<file path="config.mk">
export PLATFORM = sky130hd
export DESIGN_NAME = sb_tx_packet_framer_q_flat
export DESIGN_NICKNAME = d
export VERILOG_FILES = /design/src/rtl/sb_tx_packet_framer_q_if.sv /design/src/rtl/sb_tx_packet_framer_q.sv /design/src/flat_wrapper.sv
export SDC_FILE = /design/constraint.sdc
export NUM_CORES = 1
export LEC_CHECK = 0
export ABC_AREA = 1
export CAP_MARGIN = 20
export CORE_ASPECT_RATIO = 0.7
export CORE_MARGIN = 2
export CORE_UTILIZATION = 55
export CTS_CLUSTER_SIZE = 12
export DETAILED_ROUTE_END_ITERATION = 10
export PLACE_DENSITY = 0.76
export SLEW_MARGIN = 20
export SYNTH_ARGS = -nofsm -noshare
export SYNTH_HDL_FRONTEND = slang
export SYNTH_SLANG_ARGS = --single-unit
</file>
<file path="constraint.sdc">
create_clock -name i_clk -period 8 [get_ports i_clk]
set_input_delay 0.8 -clock i_clk [delete_from_list [all_inputs] [get_ports i_clk]]
set_output_delay 0.8 -clock i_clk [all_outputs]
set_load 0.01 [all_outputs]
</file>
<file path="src/rtl/sb_tx_packet_framer_q_if.sv">
// Sideband TX framer bus bundle.
//   Encoder side : i_pkt_valid, o_pkt_ready, i_header, i_data, i_has_data
//   Serializer   : i_ser_done, o_phase, o_phase_valid, o_timeout_ctr_start
// Signal names carry the framer's point of view (i_ = into the framer).
// Modports: slave = the framer, master = encoder/serializer side (or a bench).
interface sb_tx_packet_framer_q_if #(
    parameter int PHASE_W = 64
);
    logic               i_pkt_valid;
    logic               o_pkt_ready;
    logic [PHASE_W-3:0] i_header;
    logic [PHASE_W-1:0] i_data;
    logic               i_has_data;
    logic               i_ser_done;
    logic [PHASE_W-1:0] o_phase;
    logic               o_phase_valid;
    logic               o_timeout_ctr_start;

    modport slave (
        input  i_pkt_valid, i_header, i_data, i_has_data, i_ser_done,
        output o_pkt_ready, o_phase, o_phase_valid, o_timeout_ctr_start
    );

    modport master (
        output i_pkt_valid, i_header, i_data, i_has_data, i_ser_done,
        input  o_pkt_ready, o_phase, o_phase_valid, o_timeout_ctr_start
    );
endinterface

</file>
<file path="src/rtl/sb_tx_packet_framer_q.sv">
// sb_tx_packet_framer_q
// Sideband TX packet framer with a DEPTH-entry packet queue. Packets from the
// message encoder are queued together with their control parity (cp = ^header)
// and data parity (dp = has_data ? ^data : 0), then sent to the serializer as a
// 64b header phase {dp, cp, header} followed by an optional data phase.
//
// Ports:
//   i_clk, i_rst_n       clock, asynchronous active-low reset
//   bus (slave)          packet input handshake + serializer phase output
//   i_perr_inj           (only with SB_TX_FRAMER_PERR_INJ_EN) invert cp of the
//                        header phase registered in this cycle
//   o_fifo_count         queued packets including the one in flight
//   o_busy               FSM not in IDLE
//
// Optional feature macro: SB_TX_FRAMER_PERR_INJ_EN.
//
// Phase outputs are registered on the edge that leaves the issuing state, so
// the state sequence seen while o_phase_valid is high is:
//   IDLE --(header registered)--> HDR -> GAP -> WAIT_D --(data registered)--> IDLE_GAP -> IDLE
//   IDLE --(header registered, no data)--> HDR -> IDLE_GAP -> IDLE
// HDR, GAP and IDLE_GAP are single cycles that ignore i_ser_done, which gives
// the serializer time to drop i_ser_done after each phase and keeps the data
// phase at least 3 cycles behind its header phase.
module sb_tx_packet_framer_q #(
    parameter int PHASE_W     = 64,
    parameter int DEPTH       = 4,
    parameter int OPC_LSB     = 14,
    parameter int OPC_W       = 4,
    parameter int TIMEOUT_OPC = 5
) (
    input  logic                       i_clk,
    input  logic                       i_rst_n,
    sb_tx_packet_framer_q_if.slave     bus,
`ifdef SB_TX_FRAMER_PERR_INJ_EN
    input  logic                       i_perr_inj,
`endif
    output logic [$clog2(DEPTH+1)-1:0] o_fifo_count,
    output logic                       o_busy
);
    localparam int AW = $clog2(DEPTH);
    localparam int CW = $clog2(DEPTH+1);

    typedef enum logic [2:0] {
        S_IDLE, S_HDR, S_GAP, S_WAIT_D, S_IDLE_GAP
    } state_t;

    // queue storage (contents need no reset; pointers/count do)
    logic [PHASE_W-3:0] r_hdr [DEPTH];
    logic [PHASE_W-1:0] r_dat [DEPTH];
    logic               r_hd  [DEPTH];
    logic               r_cp  [DEPTH];
    logic               r_dp  [DEPTH];

    logic [AW-1:0]      r_wr_ptr, r_rd_ptr;
    logic [CW-1:0]      r_count;
    state_t             r_state, w_next;
    logic               r_cur_hd;      // has_data of the packet in flight
    logic [PHASE_W-1:0] r_phase;
    logic               r_phase_valid, r_to_start;

    logic w_push, w_pop, w_emit_hdr, w_emit_dat, w_cp_inj, w_to_hit;

`ifdef SB_TX_FRAMER_PERR_INJ_EN
    assign w_cp_inj = i_perr_inj;
`else
    assign w_cp_inj = 1'b0;
`endif

    // ready from registered count only: a full queue refuses an offer even
    // when the same edge pops an entry
    assign bus.o_pkt_ready = (r_count != CW'(DEPTH));
    assign w_push          = bus.i_pkt_valid && bus.o_pkt_ready;
    assign w_to_hit        = (r_hdr[r_rd_ptr][OPC_LSB +: OPC_W] == OPC_W'(TIMEOUT_OPC));

    always_ff @(posedge i_clk) begin
        if (w_push) begin
            r_hdr[r_wr_ptr] <= bus.i_header;
            r_dat[r_wr_ptr] <= bus.i_data;
            r_hd[r_wr_ptr]  <= bus.i_has_data;
            r_cp[r_wr_ptr]  <= ^bus.i_header;
            r_dp[r_wr_ptr]  <= bus.i_has_data ? ^bus.i_data : 1'b0;
        end
    end

    always_ff @(posedge i_clk or negedge i_rst_n) begin
        if (!i_rst_n) begin
            r_wr_ptr <= '0;
            r_rd_ptr <= '0;
            r_count  <= '0;
        end else begin
            if (w_push) r_wr_ptr <= r_wr_ptr + AW'(1);
            if (w_pop)  r_rd_ptr <= r_rd_ptr + AW'(1);
            if (w_push && !w_pop)      r_count <= r_count + CW'(1);
            else if (w_pop && !w_push) r_count <= r_count - CW'(1);
        end
    end

    always_ff @(posedge i_clk or negedge i_rst_n) begin
        if (!i_rst_n) r_state <= S_IDLE;
        else          r_state <= w_next;
    end

    always_comb begin
        w_next     = r_state;
        w_emit_hdr = 1'b0;
        w_emit_dat = 1'b0;
        w_pop      = 1'b0;
        case (r_state)
            S_IDLE: begin
                if (r_count != '0 && bus.i_ser_done) begin
                    w_emit_hdr = 1'b1;
                    // header-only packet is complete once its header goes out
                    w_pop      = !r_hd[r_rd_ptr];
                    w_next     = S_HDR;
                end
            end
            S_HDR:      w_next = r_cur_hd ? S_GAP : S_IDLE_GAP;
            S_GAP:      w_next = S_WAIT_D;
            S_WAIT_D: begin
                if (bus.i_ser_done) begin
                    w_emit_dat = 1'b1;
                    w_pop      = 1'b1;
                    w_next     = S_IDLE_GAP;
                end
            end
            S_IDLE_GAP: w_next = S_IDLE;
            default:    w_next = S_IDLE;
        endcase
    end

    always_ff @(posedge i_clk or negedge i_rst_n) begin
        if (!i_rst_n) begin
            r_phase       <= '0;
            r_phase_valid <= 1'b0;
            r_to_start    <= 1'b0;
            r_cur_hd      <= 1'b0;
        end else begin
            r_phase_valid <= w_emit_hdr || w_emit_dat;
            r_to_start    <= w_emit_hdr && w_to_hit;
            if (w_emit_hdr) begin
                r_phase  <= {r_dp[r_rd_ptr], r_cp[r_rd_ptr] ^ w_cp_inj, r_hdr[r_rd_ptr]};
                r_cur_hd <= r_hd[r_rd_ptr];
            end else if (w_emit_dat) begin
                r_phase  <= r_dat[r_rd_ptr];
            end
        end
    end

    assign bus.o_phase             = r_phase;
    assign bus.o_phase_valid       = r_phase_valid;
    assign bus.o_timeout_ctr_start = r_to_start;
    assign o_fifo_count            = r_count;
    assign o_busy                  = (r_state != S_IDLE);
endmodule

</file>
<file path="src/flat_wrapper.sv">
// flat-port wrapper written by rule: the top's interface ports become plain ports
module sb_tx_packet_framer_q_flat 
#(
    parameter int PHASE_W     = 64,
    parameter int DEPTH       = 4,
    parameter int OPC_LSB     = 14,
    parameter int OPC_W       = 4,
    parameter int TIMEOUT_OPC = 5
)
  (i_clk, i_rst_n, o_fifo_count, o_busy, bus_i_pkt_valid, bus_i_header, bus_i_data, bus_i_has_data, bus_i_ser_done, bus_o_pkt_ready, bus_o_phase, bus_o_phase_valid, bus_o_timeout_ctr_start);
  sb_tx_packet_framer_q_if #(.PHASE_W(PHASE_W)) bus_i ();
  input  logic i_clk;
  input  logic i_rst_n;
  output logic [$clog2(DEPTH+1)-1:0] o_fifo_count;
  output logic o_busy;
  input wire logic [$bits(bus_i.i_pkt_valid)-1:0] bus_i_pkt_valid;
  input wire logic [$bits(bus_i.i_header)-1:0] bus_i_header;
  input wire logic [$bits(bus_i.i_data)-1:0] bus_i_data;
  input wire logic [$bits(bus_i.i_has_data)-1:0] bus_i_has_data;
  input wire logic [$bits(bus_i.i_ser_done)-1:0] bus_i_ser_done;
  output wire logic [$bits(bus_i.o_pkt_ready)-1:0] bus_o_pkt_ready;
  output wire logic [$bits(bus_i.o_phase)-1:0] bus_o_phase;
  output wire logic [$bits(bus_i.o_phase_valid)-1:0] bus_o_phase_valid;
  output wire logic [$bits(bus_i.o_timeout_ctr_start)-1:0] bus_o_timeout_ctr_start;
  assign bus_i.i_pkt_valid = bus_i_pkt_valid;
  assign bus_i.i_header = bus_i_header;
  assign bus_i.i_data = bus_i_data;
  assign bus_i.i_has_data = bus_i_has_data;
  assign bus_i.i_ser_done = bus_i_ser_done;
  assign bus_o_pkt_ready = bus_i.o_pkt_ready;
  assign bus_o_phase = bus_i.o_phase;
  assign bus_o_phase_valid = bus_i.o_phase_valid;
  assign bus_o_timeout_ctr_start = bus_i.o_timeout_ctr_start;
  sb_tx_packet_framer_q #(.PHASE_W(PHASE_W), .DEPTH(DEPTH), .OPC_LSB(OPC_LSB), .OPC_W(OPC_W), .TIMEOUT_OPC(TIMEOUT_OPC)) u_core (.i_clk(i_clk), .i_rst_n(i_rst_n), .bus(bus_i), .o_fifo_count(o_fifo_count), .o_busy(o_busy));
endmodule
</file>
==> impl_metrics.json <==
{
  "status": "complete, no violations",
  "cts_resized": 0,
  "sw_frac_of_total_pct": 36.8,
  "synth-simple-area-share_pct": 13.4,
  "clock_latency_ns": 0.60,
  "cts_buffers": 56,
  "fin_crit_sh_pct": 45.3,
  "p_seq_share_pct": 42.6,
  "skew_ns": 0.0180,
  "hold_class": "in -> async",
  "drive_gt1_share_pct": 5.05,
  "required_ns": 8.51,
  "maxCapViolations": 0,
  "yosysSeqAreaShare_pct": 68.6,
  "cp_cell_sequence": "clkdlybuf4s50_1, inv_1, a31oi_4, nand2_2, buf_4, inv_4, nor2_8, inv_4, o21ai_0, o21ai_1",
  "ys_ff_latch": 593,
  "via_per_inst": 5.80,
  "start_kind": "input port",
  "fillCellCount": 3314,
  "share_comb_of_total_power_pct": 34.5,
  "p_leak_uw": 0.0108,
  "dieArea_um2": 47900,
  "power_density_nw_per_um2": 361,
  "muxShareOfSynthArea_pct": 0,
  "synth_top_family_by_area": "simple AND/OR/NAND/NOR gates",
  "worstPathArrival_ns": 4.14,
  "rsz0062_at_grt": "no",
  "synth_cells": 2267,
  "drc": 0,
  "finalMaxSlewViolations": 0,
  "p_switching_uw": 3900,
  "io_buffers": 201,
  "synth_compound_area_share_pct": 11.0,
  "instances_no_fill": 3083,
  "ctsHoldBuffers": 0,
  "crit_type": "in -> reg",
  "cts.path.max_buffers": 3,
  "initial_core_util_pct": 56.1,
  "p_int_uw": 6700,
  "setup_viol": 0,
  "layout_setup_ws_ns": 4.38,
  "grt_pass1_wl_mm": 95.7,
  "ys_types": 39,
  "synth_xor_area_share_pct": 2.86,
  "regArea_um2": 17400,
  "cts.sinks": 593,
  "fin_crit_ns": 3.62,
  "rows": 65,
  "area_delta_synth_final_pct": 15.7,
  "hpwl_mm": 39.2,
  "r2r-end": "u_core.bus.o_phase[2]",
  "syn_avg_cell_area_um2": 11.2,
  "slowest_delay_ns": 0.82,
  "clkSlewWorstSetupHoldPaths_ns": 0.06,
  "slowest_stage": "inv_4",
  "ff2ff_path_depth": 9,
  "pre_cts_ws_ns": 3.86,
  "fmax_ghz": 0.276,
  "fp.dieW_um": 261,
  "grt_pass1_vias": 16874,
  "cts_tree": "built",
  "antenna_found_initial": 1,
  "r2r_setup_slack_ns": 4.59,
  "layout_commonest_cell": "nand2_1",
  "r2r-start": "u_core.o_fifo_count[0]",
  "core_um2": 45300,
  "crit_fanout": 92,
  "place.gp.congestion": 0.862,
  "routedWlPerCell_um": 20.7,
  "dp_cells": 2975,
  "post_cts_buffers": 0,
  "htree_levels": 2,
  "path_common_cell": "inv_4",
  "totalWireLength_mm": 63.9,
  "grt_max_degree": 130,
  "syn-num-nets": 2404,
  "multi_input_area_um2": 7040,
  "fin_nets": 2568,
  "drt_iter0_markers": 2029,
  "track_usage_pct": 26.4,
  "cts_root_buffer": "clkbuf_16",
  "max-slew-margin-rel_pct": 31.8,
  "power_frac_clock_pct": 23.0,
  "firstDrtPassIters": 6,
  "grt_remaining_overflow": 0,
  "die_h_um": 184,
  "ys_warn_count": 0,
  "worstMarginPinSlew_ns": 1.02,
  "drt.antenna.violating_nets": 0,
  "hold_viol_final": 0,
  "syn_area_um2": 25400,
  "final_cell_mix": "nand2_1, edfxtp_1, nor2_1, o21ai_0, clkdlybuf4s50_1",
  "setup-tns-final_ns": 0,
  "dr_total_vias": 17868,
  "vdd_drop_max_mv": 0.251,
  "endpoint_kind": "flop",
  "io-pin-count": 202,
  "synthAdderAreaFrac_pct": 0.325
}
==> area by class of cell <==
cell class              count  area share, %
clock buffers              98           5.44
flip-flops and latches    593           59.3
repair buffers            218           7.42
diodes                      3         0.0255
clock inverters             6          0.123
multi-input cells        1473           23.9
inverters                  89           1.17
well taps                 603           2.57
==> routing by layer <==
layer | global-route usage, % | wire length, um
met5 | 0 | 0
met4 | 10.3 | 2430
met3 | 4.51 | 5320
met2 | 43.2 | 30300
met1 | 35.7 | 25800
==> cells in the mapped netlist, drive strengths merged <==
cell type | number | area share (%)
a32o | 1 | 0.039
xnor2 | 43 | 1.5
inv | 88 | 1.3
a21oi | 6 | 0.12
edfxtp | 516 | 61
nand2 | 544 | 8.1
o21ai | 325 | 6.7
nor2 | 331 | 5.0
o22ai | 126 | 3.1
dfrtp | 77 | 7.6
nand3 | 16 | 0.32
clkbuf | 48 | 0.72
xor2 | 40 | 1.4
o221ai | 2 | 0.094
buf | 64 | 1.7
fa | 1 | 0.079
ha | 5 | 0.25
a31oi | 29 | 0.82
o21a | 1 | 0.030
a2111oi | 1 | 0.034
a32oi | 1 | 0.034
clkinv | 1 | 0.020
nor3 | 1 | 0.020
==> critical path, delay by kind of cell <==
kind	cells	cell delay [ns]
and+or+nand+nor	2	0.33
buffers and inverters	5	2.28
AOI/OAI and AO/OA	3	0.64
==> cells by family (layout without fill, tap and decap cells) <==
| family | count (synthesis) | in the layout |
|---|---|---|
| xor gates and xnor gates | 83 | 83 |
| buffers and inverters | 201 | 411 |
| adders and majority gates | 6 | 6 |
| DFF | 593 | 593 |
| other | 0 | 3 |
| AOI/OAI and AO/OA | 492 | 492 |
| and+or+nand+nor | 892 | 892 |
==> worst max path at each step <==
stage	from	endpoint	slack (ns)
after floorplan	bus_i_pkt_valid	u_core.r_cp[0]	1.08
after CTS	bus_i_ser_done	u_core.bus.o_phase[58]	4.47
after detailed placement	bus_i_ser_done	u_core.bus.o_phase[59]	3.86
final	bus_i_ser_done	u_core.bus.o_phase[2]	4.38
after global routing	bus_i_ser_done	u_core.bus.o_phase[2]	4.20
after global placement	bus_i_ser_done	u_core.bus.o_phase[11]	4.01
==> flip-flops by register name (all words and copies together), names as in the netlist, 2 cells and up <==
signal and count:
u_core.r_hd 4, u_core.r_dat 256, u_core.r_hdr 248, u_core.r_rd_ptr 2, u_core.o_fifo_count 3, u_core.r_dp 4, u_core.r_state 3, u_core.r_wr_ptr 2
u_core.r_cp 4, u_core.bus.o_phase 64
==> stage by stage <==
stage	power (uW)	util (%)	area, um2	hold WS (ns)
3_3_place_gp	8050	61.2	27700	0.478
6_report	10600	64.9	29400	0.0161
5_1_grt	11100	64.9	29400	0.0137
4_1_cts	10600	64.8	29400	0.00169
2_1_floorplan	6900	-	25400	0.466
3_5_place_dp	8180	61.2	27700	0.478
==> power groups by stage <==
| stage | registers (uW) | clock network (uW) | logic (uW) |
|---|---|---|---|
| finish | 4510 | 2440 | 3650 |
| global route | 4560 | 2580 | 4010 |
| CTS | 4500 | 2460 | 3650 |
| detailed placement | 4560 | 0 | 3630 |
| global placement | 4540 | 0 | 3510 |
| floorplan | 4570 | 0 | 2330 |
Note: power is estimated with default switching activity, not from simulation.
